===== src/rtl/module_sender_burst.sv =====
// Burst sender: streams a run of consecutive memory words to a receiver over a four-phase Req/Ack link.
// Optional even-parity output on DataOut is built when SENDER_PARITY_EN is defined.
module module_sender_burst #(
    parameter int DATA_WIDTH = 16,
    parameter int ADDR_WIDTH = 4
) (
    input  logic                  Clock_i,
    input  logic                  Reset_i,
    input  logic                  Transmit_i,
    input  logic [ADDR_WIDTH-1:0] StartAddr_i,
    input  logic [ADDR_WIDTH-1:0] Length_i,
    output logic                  Ready_o,
    output logic                  ReadEnable_o,
    output logic [ADDR_WIDTH-1:0] Address_o,
    input  logic [DATA_WIDTH-1:0] DataIn_i,
    output logic [DATA_WIDTH-1:0] DataOut_o,
    output logic                  Req_o,
    input  logic                  Ack_i,
    output logic                  Done_o
`ifdef SENDER_PARITY_EN
    ,
    output logic                  DataParity_o
`endif
);

    typedef enum logic [2:0] {IDLE, READ, LOAD, REQ, REL} state_t;

    localparam logic [ADDR_WIDTH-1:0] ADDR_ONE   = 1;
    localparam logic [ADDR_WIDTH:0]   REMAIN_ONE = 1;

    state_t                  state_q, state_d;
    logic [ADDR_WIDTH-1:0]   addr_q, addr_d;
    logic [ADDR_WIDTH:0]     remain_q, remain_d;
    logic [DATA_WIDTH-1:0]   data_q, data_d;
    logic                    done_q, done_d;

    always_ff @(posedge Clock_i) begin
        if (Reset_i) begin
            state_q  <= IDLE;
            addr_q   <= '0;
            remain_q <= '0;
            data_q   <= '0;
            done_q   <= 1'b0;
        end else begin
            state_q  <= state_d;
            addr_q   <= addr_d;
            remain_q <= remain_d;
            data_q   <= data_d;
            done_q   <= done_d;
        end
    end

    // A zero Length means a full sweep of the address space, hence the extra counter bit.
    always_comb begin
        state_d  = state_q;
        addr_d   = addr_q;
        remain_d = remain_q;
        data_d   = data_q;
        done_d   = 1'b0;
        case (state_q)
            IDLE: begin
                if (Transmit_i) begin
                    addr_d = StartAddr_i;
                    if (Length_i == '0)
                        remain_d = {1'b1, {ADDR_WIDTH{1'b0}}};
                    else
                        remain_d = {1'b0, Length_i};
                    state_d = READ;
                end
            end
            READ: state_d = LOAD;
            LOAD: begin
                data_d  = DataIn_i;
                state_d = REQ;
            end
            REQ: begin
                if (Ack_i)
                    state_d = REL;
            end
            REL: begin
                if (!Ack_i) begin
                    if (remain_q == REMAIN_ONE) begin
                        done_d  = 1'b1;
                        state_d = IDLE;
                    end else begin
                        addr_d   = addr_q + ADDR_ONE;
                        remain_d = remain_q - REMAIN_ONE;
                        state_d  = READ;
                    end
                end
            end
            default: state_d = IDLE;
        endcase
    end

    assign Ready_o      = (state_q == IDLE);
    assign ReadEnable_o = (state_q == READ);
    assign Req_o        = (state_q == REQ);
    assign Address_o    = addr_q;
    assign DataOut_o    = data_q;
    assign Done_o       = done_q;

`ifdef SENDER_PARITY_EN
    logic parity_q;

    // Parity is taken from the next-state word so it changes on the same edge as DataOut.
    always_ff @(posedge Clock_i) begin
        if (Reset_i)
            parity_q <= 1'b0;
        else
            parity_q <= ^data_d;
    end

    assign DataParity_o = parity_q;
`endif

endmodule


===== config.mk =====
export PLATFORM = sky130hd
export DESIGN_NAME = module_sender_burst
export DESIGN_NICKNAME = d
export VERILOG_FILES = /design/src/rtl/module_sender_burst.sv
export SDC_FILE = /design/constraint.sdc
export NUM_CORES = 1
export LEC_CHECK = 0
export CORE_MARGIN = 2
export CORE_UTILIZATION = 45
export CTS_BUF_LIST = sky130_fd_sc_hd__clkbuf_2
export DETAILED_ROUTE_END_ITERATION = 16
export PLACE_DENSITY = 0.81
export SLEW_MARGIN = 10
export SYNTH_ARGS = -nofsm -noshare
export SYNTH_HDL_FRONTEND = slang
export SYNTH_SLANG_ARGS = --single-unit
export TNS_END_PERCENT = 100

===== constraint.sdc =====
create_clock -name Clock_i -period 2 [get_ports Clock_i]
set_clock_uncertainty 0.05 [all_clocks]
set_input_delay 0.3 -clock Clock_i [delete_from_list [all_inputs] [get_ports Clock_i]]
set_output_delay 0.3 -clock Clock_i [all_outputs]
set_load 0.02 [all_outputs]

* After elaboration in Yosys (flattened, before gate mapping)
Index checks and enable logic that the tools add are counted.
** Operators by class
- $add $sub $neg :: 2
- Reduce and logical (&&, ||, !) cells :: 6
- Eq/ne operators :: 9
- Mux-type cells :: 15
- Bitwise logic cells :: 1
** Operator list (number)
- 5-bit 2-to-1 mux :: 4
- 3-bit one-hot mux with 5 select lines :: 1
- 4-bit 2-to-1 mux :: 3
- 5-bit one-hot mux with 2 select lines :: 1
- 3-bit 2-to-1 mux :: 3
- 4-bit one-hot mux with 2 select lines :: 1
- 3-bit by 2-bit == test with 1-bit output, second input constant :: 2
- 2-bit != test, second input constant :: 3
- 5-bit by 1-bit == test with 1-bit output, second input constant :: 1
- 5-bit by 1-bit subtractor with 5-bit output, second input constant :: 1
- 4-bit by 1-bit adder with 4-bit output, second input constant :: 1
- 4-bit zero test :: 1
- 4-bit AND reduction :: 1
- 3-bit by 1-bit == test with 1-bit output, second input constant :: 1
- 3-bit == test, second input constant :: 1
- 3-bit zero test :: 1
- 3-bit AND reduction :: 1
- 3-bit OR reduction :: 1
- 1-bit 2-to-1 mux :: 2
- 2-bit by 1-bit != test with 1-bit output, second input constant :: 1
- 2-bit nonzero test :: 1
- 1-bit NOT :: 1
** Storage, ports and cells
- Bits in registers :: 29
- Output and inout bits :: 24
- Input port bits :: 28

* Depth between registers and ports, before layout
- Word-level depth :: 4
- Gate-level depth with buffers :: 7
- Depth with buffers taken out :: 6

* Worst setup path before layout
OpenSTA, ideal clock, no wires.
- Path kind :: reg-to-reg
- Start :: register remain_q[0]
- End :: register addr_q[0], in the netlist Address_o[0]
- Path slack :: 0.366 ns
- Buffers on the path :: 1
- Arrival :: 1.450 ns
- Stages on the path, launching flop included :: 7
- Required time :: 1.816 ns
- Setup time :: 0.134 ns
- Clock period less this slack :: 1.634 ns
- Cell sequence :: dfxtp_1 -> ha_1 -> or4b_4 -> a21o_1 -> buf_6 -> nor2_1 -> a211oi_2
** On the way
- Word-level cells in the longest chain between the ends :: 3
** Ends and longest elaborated chain
- from (decl) :: RTL line 33 : logic [ADDR_WIDTH:0] remain_q, remain_d;
- from (signal assigned) :: RTL line 47 : remain_q <= remain_d;
- 5-bit by 1-bit == test with 1-bit output :: RTL line 82 : if (remain_q == REMAIN_ONE) begin
- 2-bit != test (no source line)
- 4-bit AND reduction (no source line)
- to (signal assigned) :: RTL line 46 : addr_q <= addr_d;
- to (decl) :: RTL line 32 : logic [ADDR_WIDTH-1:0] addr_q, addr_d;
No other way between the ends.
A chain may end at the register's enable or synchronous reset.

* Worst setup path after layout
- Start :: register remain_q[1]
- End :: register remain_q[0]
** On the way
- Word-level cells in the longest chain between the ends :: 3
** Ends and longest elaborated chain (RTL line)
- 5-bit by 1-bit == test with 1-bit output :: 82
- 2-bit != test (no source line)
- 4-bit AND reduction (no source line)
No other way between the ends.

==> results.md <==
* Outcome: finished, final reports clean
* Final instance area at 2030 µm²
* Final worst slack at between 0.07 and 0.08 ns
* Tcrit/Tclk final at 0.964
* N_diodes at 0
* Max incr delay on CP at 0.48 ns
* Stages on worst setup path at 6
* Fin. Hold Viols at 0
* Vias at approximately 1400
* Vias in the first global route at between 1000 and 1500
* Initial core utilization at 0.469
* Initial antenna violation count at 0
* Port Buffers at 51
* Clock Tree Buf Depth at 2
* Fin Setup TNS at 0 ns
* Global-route wire length before repair at approximately 5800 µm
* Worst Setup Start Kind: flop
* Row Count at 20
* Total CTS buffers at 5
* Post-route ant nets at 0
* Seq/Total Area, Yosys at 0.412
* Power per cell area at 754 nW/µm²
* Core ar. at 3000 µm²
* Period minus WS final at just under 2 ns
* Number of synthesized register bits at 29
* Worst endpoint data arrival time at 2.20 ns
* Dpl ws at 0.113 ns
* CP max-delay cell: or4b_4
* H-tree depth at 2
* Achievable frequency at 0.518 GHz
* Max FO, Critical Path at 11
* Root Driver: clkbuf_2
* Critical Path RT at 2.27 ns
* Family with the most delay on the worst path: compound AO/OA/AOI/OAI gates
* R2R depth at 6
* Maximum vdd drop at 0.575 mV
* Count of pins over their slew limit at 0
* Commonest non-fill, non-tap cell in the layout: clkdlybuf4s50_1
* Non-Filler Instances at roughly 260
* GP Congestion at 0.805
* CP Cell Sequence: inv_1, ha_1, or4b_4, a21o_1, a31o_1, a21oi_2
* Mapped Cells at 170
* Syn-to-layout area delta at 43.8%
* Placement-stage cell area at 1940 µm²
* Syn nets at 201
* Pre-antenna DRT Iters at 4
* Leak Pwr at 0.000759 µW
* Gr usage total at 0.221
* Setup violations, final at 0
* Io pins at 52
* WP buf/inv at 1
* Post-DP HPWL at 2610 µm
* Die Height at 60.0 µm
* Global route overflow at 0
* WL/cell at ~14 µm
* CP Capture Type: flop
* Clock sink count at 29
* Max Cap Viol at 0
* 1st-iter DRT viols at 78
* Via/cell ratio at about 5.5
* Clock latency on the worst-skew pair at 0.38 ns
* Die area at 3590 µm²
* Die width at 60.0 µm
* Hold path depth at 3
* Worst-path clk slew at 0.17 ns
* Worst hold path class: primary input to flop
* Final Routed Wirelength at 3700 µm
* Least-Margin Pin Slew at 0.539 ns
* Yosys warning count at 0
* Placed cells at 249
* RSZ-0062 raised after global routing: no
* CTS tree: yes
* Most frequent cells in the layout: 48 x clkdlybuf4s50_1, 41 x nand2_1, 29 x dfxtp_1
* DRC at 0
* Yosys cell types at 40
* Mean Syn Cell Area at 8.29 µm²
* Layout cells sized above 1 at 0.116
* Fin nets at 254
* Max_slew headroom at 0.641
* Post-Syn Area at 1410 µm²
* WS Path Type: flop to flop
* Largest net degree at the start of global routing at 30
* Post-CTS Setup Bufs at 0
## worst reg2reg max path: cells and delay by family (launching register included)
kind / cells / cell delay (ns)
buffers and inverters: 1 / 0.11
and+or+nand+nor: 1 / 0.48
adders and majority gates: 1 / 0.17
AOI/OAI and AO/OA: 3 / 0.69
DFF: 1 / 0.38
## path summary, 6_finish.rpt
check | slack (ns) | from | end
worst min-delay path | 0.40 | DataIn_i[4] | DataOut_o[4]$_SDFFE_PP0P_
worst max-delay path | 0.07 | remain_q[1]$_SDFFE_PP0P_ | remain_q[0]$_SDFFE_PP0P_
worst max register to register | 0.07 | remain_q[1]$_SDFFE_PP0P_ | remain_q[0]$_SDFFE_PP0P_
worst min register to register | 0.42 | DataOut_o[3]$_SDFFE_PP0P_ | DataOut_o[3]$_SDFFE_PP0P_
## flip-flops by register name, indices dropped and copies added, names as in the netlist
register and cells:
DataOut_o 16, remain_q 5, Address_o 4, state_q 3, Done_o 1
## where the power goes
group / switching [µW] / internal, µW
logic: 163 / 158
clock network: 222 / 335
registers: 32.6 / 615
total: 418 / 1110
## cells in the mapped netlist
cell type / count / area (µm²)
nand2_1: 41 / 154
dfxtp_1: 29 / 581
a21oi_1: 23 / 115
o21ai_0: 10 / 50.1
nor2_1: 8 / 30.0
nor2b_1: 6 / 37.5
clkbuf_1: 5 / 18.8
buf_6: 3 / 33.8
ha_1: 3 / 37.5
inv_1: 3 / 11.3
a211oi_2: 2 / 25.0
a21oi_2: 2 / 17.5
and2_1: 2 / 12.5
buf_4: 2 / 15.0
mux2i_1: 2 / 20.0
nand2b_1: 2 / 12.5
nor3_1: 2 / 10.0
nor3b_1: 2 / 15.0
nor4_1: 2 / 12.5
a21boi_0: 1 / 7.51
a21o_1: 1 / 7.51
a31o_1: 1 / 8.76
and3_1: 1 / 6.26
and3b_1: 1 / 8.76
and3b_2: 1 / 10.0
and4b_1: 1 / 10.0
buf_2: 1 / 5.00
clkbuf_2: 1 / 5.00
mux2_2: 1 / 11.3
nand3_1: 1 / 5.00
nand3b_1: 1 / 7.51
nor3b_2: 1 / 12.5
nor4b_1: 1 / 8.76
nor4b_2: 1 / 15.0
nor4b_4: 1 / 23.8
o211ai_1: 1 / 7.51
o31a_2: 1 / 10.0
o41ai_1: 1 / 8.76
or4_1: 1 / 7.51
or4b_4: 1 / 13.8
## logic make-up (layout without fill, tap and decap cells)
family / after synthesis / count (layout) / share of synthesized area
flip-flops: 29 / 29 / 0.412
AO/OA/AOI/OAI: 43 / 43 / 0.183
adder cells (fa/ha/maj): 3 / 3 / 0.0266
multiplexers: 3 / 3 / 0.0222
AND/OR/NAND/NOR: 77 / 77 / 0.293
buffers and inverters: 15 / 69 / 0.0630
## timing repair
| action | in CTS | in global routing |
|---|---|---|
| hold endpoints to repair | 0 | 0 |
| hold buffers | 0 | 0 |
| setup endpoints to repair | 2 | 1 |
| resized for setup | 2 | 1 |
## stage by stage
step	util	hold slack (ns)	power (µW)
4_1_cts	0.674	0.378	1540
2_1_floorplan	-	0.327	837
5_1_grt	0.675	0.366	1590
6_report	0.675	0.395	1530
3_5_place_dp	0.645	0.398	983
3_3_place_gp	0.645	0.392	969
## routing by layer
metal	wire length, µm	part of all wire	GRT usage
met2	1960	0.53	0.396
met3	192	0.052	0.0519
met1	1440	0.39	0.232
met5	0	0	0
met4	103	0.028	0.127
## final cells by class
type,instances,area (µm²)
Tap cell,33,41.3
Inverter,3,11.3
Multi-Input combinational cell,126,739
Sequential cell,29,581
Fill cell,264,977
Clock inverter,3,65.1
Clock buffer,5,25.0
Timing Repair Buffer,58,563
Note: power is estimated with default switching activity, not from simulation.
